`config.mk`:
```
export PLATFORM = sky130hd
export DESIGN_NAME = seq_check_ctl
export DESIGN_NICKNAME = d
export VERILOG_FILES = /design/src/rtl/seq_check_ctl.sv
export SDC_FILE = /design/constraint.sdc
export NUM_CORES = 1
export LEC_CHECK = 0
export BUFFER_PORTS_ARGS = -buffer_cell sky130_fd_sc_hd__buf_2
export CORE_ASPECT_RATIO = 1.5
export CORE_MARGIN = 2
export CORE_UTILIZATION = 52
export CTS_BUF_LIST = sky130_fd_sc_hd__clkbuf_2 sky130_fd_sc_hd__clkbuf_4 sky130_fd_sc_hd__clkbuf_8
export DETAILED_ROUTE_END_ITERATION = 12
export GPL_TIMING_DRIVEN = 1
export HOLD_SLACK_MARGIN = 0.06
export PLACE_DENSITY_LB_ADDON = 0.25
export REMOVE_ABC_BUFFERS = 1
export SYNTH_ARGS = -nofsm -noshare
export SYNTH_HDL_FRONTEND = slang
export SYNTH_SLANG_ARGS = --single-unit
```
`constraint.sdc`:
```
create_clock -name clk -period 4.1 [get_ports clk]
set_clock_uncertainty 0.15 [all_clocks]
set_input_delay 0.615 -clock clk [delete_from_list [all_inputs] [get_ports clk]]
set_output_delay 0.615 -clock clk [all_outputs]
set_load 0.02 [all_outputs]
```
`src/rtl/seq_check_ctl.sv`:
```
// seq_check_ctl: drives a 13-state unlock-sequence detector through a
// programmed pattern of up to 12 input vectors. After each step it compares
// the detector's state code to the hard-wired expected code. A mismatch
// triggers a retry, up to RETRY_MAX retries, and the final result is reported.
//
// Optional feature: define SEQCTL_TIMEOUT_EN to let CHECK wait while the
// detector still shows the previous step's code. The wait is bounded to
// TIMEOUT cycles. Without the macro, any non-matching code fails the step
// immediately.
//
// Ports:
//   clk, reset (async, active low)
//   load_valid/load_idx/load_vec - pattern table write (ignored while busy)
//   start                        - begin a run from IDLE
//   busy, done, pass             - run status; done is a 1-cycle pulse
//   fail_step, retries           - failing step (F on pass), retries used
//   det_rst, det_in              - detector reset (active high) and inputs
//   det_code                     - detector state code
module seq_check_ctl #(
  parameter int STEPS     = 12,
  parameter int RETRY_MAX = 3,
  parameter int TIMEOUT   = 8
) (
  input  logic        clk,
  input  logic        reset,
  input  logic        load_valid,
  input  logic [3:0]  load_idx,
  input  logic [3:0]  load_vec,
  input  logic        start,
  output logic        busy,
  output logic        done,
  output logic        pass,
  output logic [3:0]  fail_step,
  output logic [1:0]  retries,
  output logic        det_rst,
  output logic [3:0]  det_in,
  input  logic [16:0] det_code
);

  typedef enum logic [2:0] {S_IDLE, S_RST_DET, S_DRIVE, S_CHECK, S_FAIL, S_DONE} state_t;

  function automatic logic [16:0] exp_code(input logic [3:0] i);
    case (i)
      4'd0:    exp_code = 17'd0;
      4'd1:    exp_code = 17'd200;
      4'd2:    exp_code = 17'd700;
      4'd3:    exp_code = 17'd900;
      4'd4:    exp_code = 17'd1300;
      4'd5:    exp_code = 17'd1800;
      4'd6:    exp_code = 17'd2300;
      4'd7:    exp_code = 17'd2800;
      4'd8:    exp_code = 17'd3100;
      4'd9:    exp_code = 17'd3400;
      4'd10:   exp_code = 17'd3600;
      4'd11:   exp_code = 17'd3800;
      4'd12:   exp_code = 17'd4100;
      default: exp_code = 17'd0;
    endcase
  endfunction

  state_t            state_q, state_d;
  logic [3:0]        k_q, k_d;
  logic [1:0]        rcnt_q, rcnt_d;
  logic [11:0][3:0]  tbl_q, tbl_d;
  logic              busy_q, busy_d, done_q, done_d, pass_q, pass_d;
  logic [3:0]        fail_step_q, fail_step_d;
  logic [1:0]        retries_q, retries_d;
  logic              det_rst_q, det_rst_d;
  logic [3:0]        det_in_q, det_in_d;
  logic [3:0]        k_inc;
  logic              code_ok;
`ifdef SEQCTL_TIMEOUT_EN
  logic [3:0]        stall_q, stall_d;
  logic              code_hold;
`endif

  assign k_inc   = k_q + 4'd1;
  assign code_ok = (det_code == exp_code(k_inc));
`ifdef SEQCTL_TIMEOUT_EN
  // Detector still sitting on the previous step's code: it may just be slow.
  assign code_hold = (det_code == exp_code(k_q));
`endif

  always_comb begin
    state_d     = state_q;
    k_d         = k_q;
    rcnt_d      = rcnt_q;
    tbl_d       = tbl_q;
    busy_d      = busy_q;
    done_d      = 1'b0;
    pass_d      = pass_q;
    fail_step_d = fail_step_q;
    retries_d   = retries_q;
    det_rst_d   = det_rst_q;
    det_in_d    = det_in_q;
`ifdef SEQCTL_TIMEOUT_EN
    stall_d     = stall_q;
`endif

    // Table writes are applied before start is acted on, so a same-cycle
    // load is seen by the run that start launches.
    if (load_valid && !busy_q && load_idx < 4'd12)
      tbl_d[load_idx] = load_vec;

    case (state_q)
      S_IDLE: begin
        det_rst_d = 1'b1;
        det_in_d  = 4'd0;
        if (start) begin
          state_d     = S_RST_DET;
          rcnt_d      = 2'd2;  // first attempt: one clearing cycle plus 2 reset cycles
          busy_d      = 1'b1;
          retries_d   = 2'd0;
          pass_d      = 1'b0;
          fail_step_d = 4'hF;
        end
      end
      S_RST_DET: begin
        if (rcnt_q == 2'd0) begin
          state_d   = S_DRIVE;
          k_d       = 4'd0;
          det_rst_d = 1'b0;
          det_in_d  = tbl_q[0];
        end else begin
          rcnt_d = rcnt_q - 2'd1;
        end
      end
      S_DRIVE: begin
        state_d = S_CHECK;
`ifdef SEQCTL_TIMEOUT_EN
        stall_d = 4'd0;
`endif
      end
      S_CHECK: begin
        if (code_ok) begin
          if (k_q == 4'(STEPS - 1)) begin
            state_d     = S_DONE;
            done_d      = 1'b1;
            busy_d      = 1'b0;
            pass_d      = 1'b1;
            fail_step_d = 4'hF;
            det_rst_d   = 1'b1;
            det_in_d    = 4'd0;
          end else begin
            state_d  = S_DRIVE;
            k_d      = k_inc;
            det_in_d = tbl_q[k_inc];
          end
        end
`ifdef SEQCTL_TIMEOUT_EN
        else if (code_hold && stall_q != 4'(TIMEOUT)) begin
          stall_d = stall_q + 4'd1;
        end
`endif
        else begin
          state_d     = S_FAIL;
          fail_step_d = k_q;
          det_rst_d   = 1'b1;
          det_in_d    = 4'd0;
        end
      end
      S_FAIL: begin
        if (retries_q < 2'(RETRY_MAX)) begin
          state_d   = S_RST_DET;
          rcnt_d    = 2'd1;
          retries_d = retries_q + 2'd1;
        end else begin
          state_d = S_DONE;
          done_d  = 1'b1;
          busy_d  = 1'b0;
          pass_d  = 1'b0;
        end
      end
      S_DONE:  state_d = S_IDLE;
      default: state_d = S_IDLE;
    endcase
  end

  always_ff @(posedge clk or negedge reset) begin
    if (!reset) begin
      state_q     <= S_IDLE;
      k_q         <= 4'd0;
      rcnt_q      <= 2'd0;
      tbl_q       <= '0;
      busy_q      <= 1'b0;
      done_q      <= 1'b0;
      pass_q      <= 1'b0;
      fail_step_q <= 4'hF;
      retries_q   <= 2'd0;
      det_rst_q   <= 1'b1;
      det_in_q    <= 4'd0;
`ifdef SEQCTL_TIMEOUT_EN
      stall_q     <= 4'd0;
`endif
    end else begin
      state_q     <= state_d;
      k_q         <= k_d;
      rcnt_q      <= rcnt_d;
      tbl_q       <= tbl_d;
      busy_q      <= busy_d;
      done_q      <= done_d;
      pass_q      <= pass_d;
      fail_step_q <= fail_step_d;
      retries_q   <= retries_d;
      det_rst_q   <= det_rst_d;
      det_in_q    <= det_in_d;
`ifdef SEQCTL_TIMEOUT_EN
      stall_q     <= stall_d;
`endif
    end
  end

  assign busy      = busy_q;
  assign done      = done_q;
  assign pass      = pass_q;
  assign fail_step = fail_step_q;
  assign retries   = retries_q;
  assign det_rst   = det_rst_q;
  assign det_in    = det_in_q;

endmodule

```
==> flow_summary.toml <==
[pwr]
switching_share = 0.316
p_seq_frac = 0.442
power_density_nw_per_um2 = 571
leakage_uw = 0.00204
p_clk_frac = 0.254
p_int_uw = 1820
max-vdd-ir-drop_mv = 0.315
p_switching_uw = 841
pwr-share-comb = 0.304

[sta]
timing.final.max_slew_violations = 0
tightest_slew_ns = 0.806
timing_hold_violations_final = 0
timing.final.crit_share = 0.868
max_freq_mhz = 281
finalWorstPathRequiredPeriod_ns = 3.56
setup_ws_ns = 0.541
rsz0062_at_grt = "no"
fin_worst_hold_slack_ns = 0.204
slew_headroom = 0.463
fin_tns_setup_ns = 0
finalSetupViolCount = 0

[clock_network]
clock_latency_ns = 0.35
postCtsHoldBufs = 0
cts_setup_buffers = 0
cts_tree = "built"
cts_resized = 0
cts.path.max_buffers = 2
cts_inserted_buffers = 9
cts_root_buf = "clkbuf_8"
cts.clk_slew.worst_paths_ns = 0.08
clock_sinks = 71
htree_levels = 3

[setup_path]
criticalPathCategory = "flop to flop"
worstRegToRegCells = 9
cp-end-kind = "flop"
r2r_slack_ns = 0.54
cp.required_ns = 4.19
timing.rr.end = "k_q[2]"
arrival_ns = 3.65
reg2reg_from = "k_q[1]"
crit_fanout = 14
worst_setup_path_start_kind = "flop"

[placed_design]
dpl_worst_slack_ns = 0.569
io_buffers = 42
hpwl_um = 6500
gp_congestion = 0.847

[drt]
route.detailed.drc = 0
vias = 2999
wl_per_cell_um = 17.1
drt-pass1-iter-count = 4
drt_iter0_drc = 132
routed_wl_um = 8700
antenna_left = 0
avgViaCountPerCell = 5.89

[logic_synthesis]
yosys-top-cells-count = "dfrtp_1, mux2_2, nand2_1"
ys_warn_count = 0
syn_inst = 365
synth.top_cell.area_share = 0.399
synth_top_area_cell = "dfrtp_1"
yosysMostFrequentCell = "dfrtp_1"
synth_edf_count = 0
yosysSeqAreaShare = 0.431
synth_cell_types = 65
netlist_area_um2 = 4140
ys_async_sr_fraction = 1.00
ys_seq_elements = 71
ys_top_cells_by_area = "dfrtp_1, mux2_2, mux4_2"
synthFlopType = "dfrtp_1"
syn_avg_cell_area_um2 = 11.3

[grt]
grt_max_degree = 37
grt_pass1_vias = 3005
grt_usage = 0.215
grt_antenna_before_repair = 0
grt_pass1_wl_um = 14600
grt_overflow = 0

[floorplanning]
io_pins = 43
dieArea_um2 = 8700
fp.dieW_um = 76.8
rows = 39
initial_core_util = 0.540
coreArea_um2 = 7660
die_y_um = 113

[run]
drv_cap = 0

[layout]
diodes = 0
area_delta_synth_final_pct = 12.6
fin_nets = 440
layout-drive-gt1-share = 0.354
fillCellCount = 660

[outcome]
status = "complete, no violations"

[min_path]
worstHoldPathType = "primary input to async pin"
-- per-stage QoR --
step                      utilization  instance area [um^2]  std cells  total power [uW]
after global placement          0.576                  4410        493              1960
final                           0.608                  4660        509              2660
after global routing            0.608                  4660        509              2830
after detailed placement        0.576                  4410        493              2000
after CTS                       0.608                  4660        509              2680
after floorplan                     -                  4020        342              1760
-- critical path, cell delays in order (launching register included) --
cell and delay [ns]:
dfrtp_1 0.54, ha_1 0.42, xnor2_1 0.48, mux2i_1 0.26, mux2i_1 0.15, xor2_1 0.17
or4_4 0.57, nor4_1 0.39, o21ai_0 0.15, a21o_1 0.19
-- placed cells by master (no fill, tap or decap), types with 8 or more instances in the layout --
| cell type | count |
|---|---|
| nor2_1 | 15 |
| clkbuf_8 | 9 |
| o21ai_0 | 13 |
| mux2_2 | 49 |
| nor2b_1 | 10 |
| nand2_1 | 30 |
| mux4_2 | 12 |
| dfrtp_1 | 66 |
| ha_1 | 9 |
| inv_1 | 8 |
| mux2i_1 | 8 |
| buf_2 | 42 |
| a21oi_1 | 18 |
| xnor2_1 | 8 |
-- cell families (layout without fill, tap and decap cells) --
group / count (synthesis) / in the layout / synth area share
AOI/OAI and AO/OA: 73 / 73 / 0.125
xor gates and xnor gates: 15 / 15 / 0.0336
adders and majority gates: 9 / 9 / 0.0272
buffers and inverters: 31 / 73 / 0.0342
DFF: 71 / 71 / 0.431
muxes: 69 / 69 / 0.218
and+or+nand+nor: 97 / 97 / 0.131
-- area by class of cell --
| cell class | count | area, um^2 | area share |
|---|---|---|---|
| Timing Repair Buffer | 49 | 263 | 0.0564 |
| Tap cell | 102 | 128 | 0.0274 |
| Clock buffer | 9 | 124 | 0.0266 |
| Multi-Input combinational cell | 263 | 2210 | 0.475 |
| Clock inverter | 7 | 120 | 0.0258 |
| Sequential cell | 71 | 1780 | 0.383 |
| Inverter | 8 | 30.0 | 0.00645 |
-- worst max-delay path by stage --
stage	startpoint	slack (ns)	cells past startpoint	endpoint
global placement	k_q[1]	0.63	10	k_q[2]
detailed placement	k_q[1]	0.57	10	k_q[2]
CTS	k_q[1]	0.56	10	k_q[2]
global route	k_q[1]	0.25	9	k_q[2]
floorplan	k_q[0]	0.26	10	fail_step[0]
finish	k_q[1]	0.54	9	k_q[2]
-- power by group through the flow --
stage | combinational (uW) | clock [uW] | sequential (uW)
after floorplan | 576 | 0 | 1180
final | 810 | 676 | 1180
after global routing | 895 | 721 | 1210
after detailed placement | 815 | 0 | 1190
after global placement | 790 | 0 | 1170
after CTS | 819 | 688 | 1170
-- routing by layer --
layer | share of wire | vias up | routed length (um) | track usage
li1 | - | 1424 | - | -
met1 | 0.39 | 1495 | 3410 | 0.248
met2 | 0.55 | 65 | 4760 | 0.390
met3 | 0.037 | 15 | 325 | 0.0327
met4 | 0.024 | 0 | 206 | 0.101
met5 | 0 | - | 0 | 0
-- sequential cells by signal, indices dropped and copies added, names as in the netlist --
register	flops
state_q	3
det_rst	1
tbl_q	48
pass	1
busy	1
done	1
rcnt_q	2
fail_step	4
retries	2
det_in	4
k_q	4
Power figures use the tool's default switching activity.
